`config.mk`:
```
export PLATFORM = sky130hd
export DESIGN_NAME = router_sync_param
export DESIGN_NICKNAME = d
export VERILOG_FILES = /design/src/rtl/router_pkg.sv /design/src/rtl/router_sync_wdog.sv /design/src/rtl/router_sync_param.sv
export SDC_FILE = /design/constraint.sdc
export NUM_CORES = 1
export LEC_CHECK = 0
export CAP_MARGIN = 20
export CORE_MARGIN = 1.5
export CORE_UTILIZATION = 38
export DETAILED_ROUTE_END_ITERATION = 12
export PLACE_DENSITY = 0.72
export SLEW_MARGIN = 5
export SYNTH_ARGS = -nofsm -noshare
export SYNTH_HDL_FRONTEND = slang
export SYNTH_SLANG_ARGS = --single-unit
export TNS_END_PERCENT = 1
```
`constraint.sdc`:
```
create_clock -name clock -period 1.1 [get_ports clock]
set_input_delay 0.11 -clock clock [delete_from_list [all_inputs] [get_ports clock]]
set_output_delay 0.11 -clock clock [all_outputs]
set_load 0.01 [all_outputs]
```
`src/rtl/router_pkg.sv`:
```
// Shared constants and elaboration helpers for the router synchroniser.
package router_pkg;

   localparam int NUM_PORTS_DEF = 3;
   localparam int TIMEOUT_DEF   = 30;

   // Ceiling log2 that can be evaluated while parameters are being elaborated.
   function automatic int clog2(input int value);
      int result;
      int remain;
      result = 0;
      remain = value - 1;
      while (remain > 0) begin
         result++;
         remain = remain >>> 1;
      end
      return result;
   endfunction

endpackage

```
`src/rtl/router_sync_wdog.sv`:
```
// Per-port stall watchdog: flushes a FIFO the destination has stopped draining.
module router_sync_wdog
   import router_pkg::*;
#(
   parameter int TIMEOUT = TIMEOUT_DEF,
   parameter int CNT_W   = 5
) (
   input  logic clock,
   input  logic resetn,
   input  logic stall,
   input  logic clr,
   output logic soft_reset,
   output logic tout_sts
);

   logic [CNT_W-1:0] cnt;
   logic             expire;

   assign expire = stall && (cnt == CNT_W'(TIMEOUT - 1));

   // NOTE: non-blocking assignments keep every register reading pre-edge values, so ordering inside the block cannot change behaviour.
   always_ff @(posedge clock) begin
      if (!resetn) begin
         cnt        <= '0;
         soft_reset <= 1'b0;
         tout_sts   <= 1'b0;
      end else begin
         soft_reset <= expire;
         if (!stall || expire) cnt <= '0;
         else                  cnt <= cnt + CNT_W'(1);
         // A timeout in the same cycle as a clear must not be lost.
         if (expire)   tout_sts <= 1'b1;
         else if (clr) tout_sts <= 1'b0;
      end
   end

endmodule

```
`src/rtl/router_sync_param.sv`:
```
// Address latch, write-enable decode, full-flag mux and per-port watchdogs
// between the router FSM and its output FIFOs.
module router_sync_param
   import router_pkg::*;
#(
   parameter int NUM_PORTS = NUM_PORTS_DEF,
   parameter int ADDR_W    = 2,
   parameter int TIMEOUT   = TIMEOUT_DEF,
   parameter int CNT_W     = 5
) (
   input  logic                 clock,
   input  logic                 resetn,
   input  logic                 detect_add,
   input  logic [ADDR_W-1:0]    data_in,
   input  logic                 write_enb_reg,
   input  logic [NUM_PORTS-1:0] read_enb,
   input  logic [NUM_PORTS-1:0] empty,
   input  logic [NUM_PORTS-1:0] full,
   input  logic [NUM_PORTS-1:0] tout_clr,
   output logic [NUM_PORTS-1:0] vld_out,
   output logic [NUM_PORTS-1:0] write_enb,
   output logic                 fifo_full,
   output logic [NUM_PORTS-1:0] soft_reset,
   output logic                 addr_err,
   output logic [NUM_PORTS-1:0] tout_sts
);

   localparam bit PARAMS_OK = (NUM_PORTS >= 2) && (NUM_PORTS <= 16) &&
                              (ADDR_W >= clog2(NUM_PORTS)) &&
                              (TIMEOUT >= 2) && (TIMEOUT < 2**CNT_W);

   generate
      if (!PARAMS_OK) begin : g_bad_params
         $error("router_sync_param: inconsistent NUM_PORTS/ADDR_W/TIMEOUT/CNT_W");
      end
   endgenerate

   logic [ADDR_W-1:0] addr_q;
   logic              addr_vld;
   logic              addr_ok;

   assign addr_ok = (32'(data_in) < 32'(NUM_PORTS));

   always_ff @(posedge clock) begin
      if (!resetn) begin
         addr_q   <= '0;
         addr_vld <= 1'b0;
         addr_err <= 1'b0;
      end else begin
         addr_err <= detect_add && !addr_ok;
         if (detect_add) begin
            addr_q   <= data_in;
            addr_vld <= addr_ok;
         end
      end
   end

   assign vld_out = ~empty;

   // An invalid latched address decodes to nothing, so it never blocks the FSM.
   // NOTE: both outputs get a default before the loop; without it the comb block would infer latches.
   always_comb begin
      write_enb = '0;
      fifo_full = 1'b0;
      for (int i = 0; i < NUM_PORTS; i++) begin
         if (addr_vld && (addr_q == ADDR_W'(i))) begin
            write_enb[i] = write_enb_reg;
            fifo_full    = full[i];
         end
      end
   end

   generate
      for (genvar g = 0; g < NUM_PORTS; g++) begin : g_wdog
         router_sync_wdog #(
            .TIMEOUT (TIMEOUT),
            .CNT_W   (CNT_W)
         ) u_wdog (
            .clock      (clock),
            .resetn     (resetn),
            .stall      (vld_out[g] && !read_enb[g]),
            .clr        (tout_clr[g]),
            .soft_reset (soft_reset[g]),
            .tout_sts   (tout_sts[g])
         );
      end
   endgenerate

endmodule

```
==> qor.yml <==
layout:
  mostFrequentLayoutCells: "nor2_1, dfxtp_1, clkdlybuf4s50_1"
  antenna_cells: 0
  mostFrequentLayoutCell: "nor2_1"
  nFillCells: 247
  syn2layout_area_growth_pct: 48.53
  fin_cells: 181
  drive_gt1_frac: 0.3333
  fin_nets: 175
die:
  die_w_um: 55.94
  core_um2: 2710
  initial_core_util: 0.3929
  io-pin-count: 32
  die_h_um: 55.94
  rows: 19
  die_area_um2: 3129
pwr:
  clkPwrFrac: 0.256
  combPwrFrac: 0.129
  powerDensity_nw_per_um2: 957.9
  vdd_drop_max_v: 0.0005787
  p_total_mw: 1.515
  p_int_mw: 1.180
  leakagePower_nw: 0.6899
  power_frac_seq: 0.615
  p_sw_uw: 334.7
  swShare: 0.2210
cts:
  cts_tree: "built"
  h-tree-depth: 1
  clk-insertion-delay-late_ns: 0.30
  cts.hold.buffers_added: 0
  cts_root_buffer: "clkbuf_4"
  path_clk_slew_ns: 0.13
  ctsLongestPathBuffers: 2
  cts.sink_count: 25
  numCtsBuffers: 3
min_path:
  min_path_type: "input port to register"
  hold_path_depth: 2
  hp-start: "data_in[0]"
  worstHoldEndpoint: "addr_vld"
run_status:
  outcome: "finished, violations left"
  violations: "setup timing"
sta:
  hold_violations: 0
  setup_viol: 8
  worst-slew-pin-transition_ns: 0.2669
  min_period_ns: 1.301
  fin_ws_ns: -0.2014
  fin_crit_sh: 1.183
  slew_viol_final: 0
  max-slew-margin-rel: 0.8216
  fin_skew_ns: 0.008675
  rsz0062_at_grt: "yes"
  fmax_mhz: 768.4
worst_setup_path:
  r2r_start: "g_wdog[0].u_wdog.cnt[1]"
  cp_max_fo: 4
  reg2reg_slack_ns: -0.10
  reg2reg_to: "g_wdog[0].u_wdog.tout_sts"
  reg2reg_depth: 5
  worstPathArrival_ns: 1.19
  critPathKind: "register to output port"
  startpoint_type: "register"
  required_ns: 0.99
  cp-end-kind: "output port"
logic_synthesis:
  avgSynthCellArea_um2: 9.951
  ys_seq_elements: 25
  synth_area_um2: 1065
  synth_fp_nets: 131
  synth.yosys.seq_area_share: 0.4700
  netlist_instances: 107
  yosysUniqueCellTypes: 23
  yosys_warnings: 0
grt:
  grt-ovfl-total: 0
  use_met3: 0.03488
  globalRouteMet2Util: 0.2602
  grt_pass1_wl_um: 3705
  use_met1: 0.1821
  busiest_layer: "met2"
  grt_max_degree: 14
  antenna_found_initial: 0
  grt_pass1_vias: 889
  globalRouteTotalUtil: 0.1498
route:
  drtIter0Drc: 21
  ant_nets: 0
  routed_wl_um: 2209
  vias: 863
  wl_per_cell_um: 12.20
  first_pass_iters: 4
  drcViolationCount: 0
  viasPerCell: 4.768
place:
  dpl.hpwl_um: 1645
  placed_cells_incl_taps: 175
  pre_cts_ws_ns: -0.4380
  globalplace.congestion: 0.7344
  io_buffers: 31
flow_run:
  cap_violations: 0
layer usage:
layer	up-vias	share of wire
met2	25	0.51
li1	438	-
met5	-	0
met3	2	0.060
met4	0	0.0018
met1	398	0.43
sequential cells by signal (all words and copies together) (netlist names):
signal	cells
g_wdog.u_wdog.soft_reset	3
addr_q	2
g_wdog.u_wdog.cnt	15
addr_vld	1
addr_err	1
g_wdog.u_wdog.tout_sts	3
kinds of logic (layout without fill, tap and decap cells):
| group | after synthesis | in the layout | synth area share |
|---|---|---|---|
| buffers and inverters | 16 | 59 | 0.07872 |
| XOR/XNOR | 9 | 9 | 0.07403 |
| flip-flops | 25 | 25 | 0.4700 |
| multiplexers | 3 | 3 | 0.02820 |
| adder cells (fa/ha/maj) | 6 | 6 | 0.07050 |
| AO/OA/AOI/OAI | 6 | 6 | 0.03996 |
| AND/OR/NAND/NOR | 42 | 42 | 0.2385 |
per-stage QoR:
| stage | area [µm²] | setup TNS [ns] | hold slack, ns | util |
|---|---|---|---|---|
| after floorplan | 1065 | 0 | 0.1873 | - |
| after global placement | 1461 | -2.491 | 0.4612 | 0.5392 |
| after detailed placement | 1461 | -3.189 | 0.4752 | 0.5392 |
| after CTS | 1496 | -0.9384 | 0.3967 | 0.5522 |
| after global routing | 1582 | -1.540 | 0.3902 | 0.5836 |
| final | 1582 | -0.7966 | 0.4006 | 0.5836 |
critical path: stages, from the launching register on:
cell	delay (ns)
dfxtp_4	0.39
mux2i_1	0.18
o21ai_1	0.06
and2_1	0.13
buf_2	0.13
power groups by stage:
stage	clock (mW)	sequential, mW	combinational [mW]
3_5_place_dp	0	0.951	0.183
3_3_place_gp	0	0.950	0.178
2_1_floorplan	0	0.951	0.0537
4_1_cts	0.406	0.929	0.188
5_1_grt	0.460	0.936	0.212
6_report	0.388	0.932	0.195
cell type report:
| cell class | instances | area [µm²] | share of cell area |
|---|---|---|---|
| Clock buffer | 4 | 26.28 | 0.01661 |
| Inverter | 9 | 33.78 | 0.02136 |
| Multi-Input combinational cell | 66 | 578.1 | 0.3655 |
| Sequential cell | 25 | 513.0 | 0.3244 |
| Tap cell | 31 | 38.79 | 0.02453 |
| Timing Repair Buffer | 46 | 391.6 | 0.2476 |
how the worst max path moves through the flow:
stage / startpoint / endpoint / slack [ns]
finish: addr_q[1] / fifo_full / -0.20
global route: addr_q[1] / fifo_full / -0.30
CTS: addr_q[1] / fifo_full / -0.24
detailed placement: full[2] / fifo_full / -0.44
global placement: full[0] / fifo_full / -0.41
floorplan: g_wdog[0].u_wdog.cnt[0] / g_wdog[0].u_wdog.tout_sts / 0.02
cell usage after synthesis:
| master | count | area [µm²] |
|---|---|---|
| buf_4 | 6 | 45.04 |
| and2_1 | 1 | 6.260 |
| xnor2_1 | 3 | 26.28 |
| a31o_1 | 2 | 17.52 |
| nor2b_1 | 2 | 12.51 |
| nand3b_1 | 1 | 7.510 |
| mux2i_1 | 3 | 30.03 |
| nor4b_2 | 3 | 45.04 |
| nand3_1 | 9 | 45.04 |
| nand2_1 | 1 | 3.750 |
| nor3_1 | 1 | 5.000 |
| and4_1 | 1 | 8.760 |
| buf_2 | 1 | 5.000 |
| inv_1 | 9 | 33.78 |
| nor3b_1 | 2 | 15.01 |
| a31o_2 | 1 | 8.760 |
| dfxtp_1 | 25 | 500.5 |
| nand4_2 | 3 | 37.54 |
| a31oi_1 | 1 | 6.260 |
| nor2_1 | 18 | 67.56 |
| ha_1 | 6 | 75.07 |
| o21ai_0 | 2 | 10.01 |
| xor2_1 | 6 | 52.55 |
what timing repair did:
item                                    4_1_cts  5_1_grt
pin swaps                                     3        2
buffers inserted                              2        0
cloned                                        0        0
endpoints found under the setup margin       21       26
resized for setup                            32       24
(Power assumes the default switching activity.)
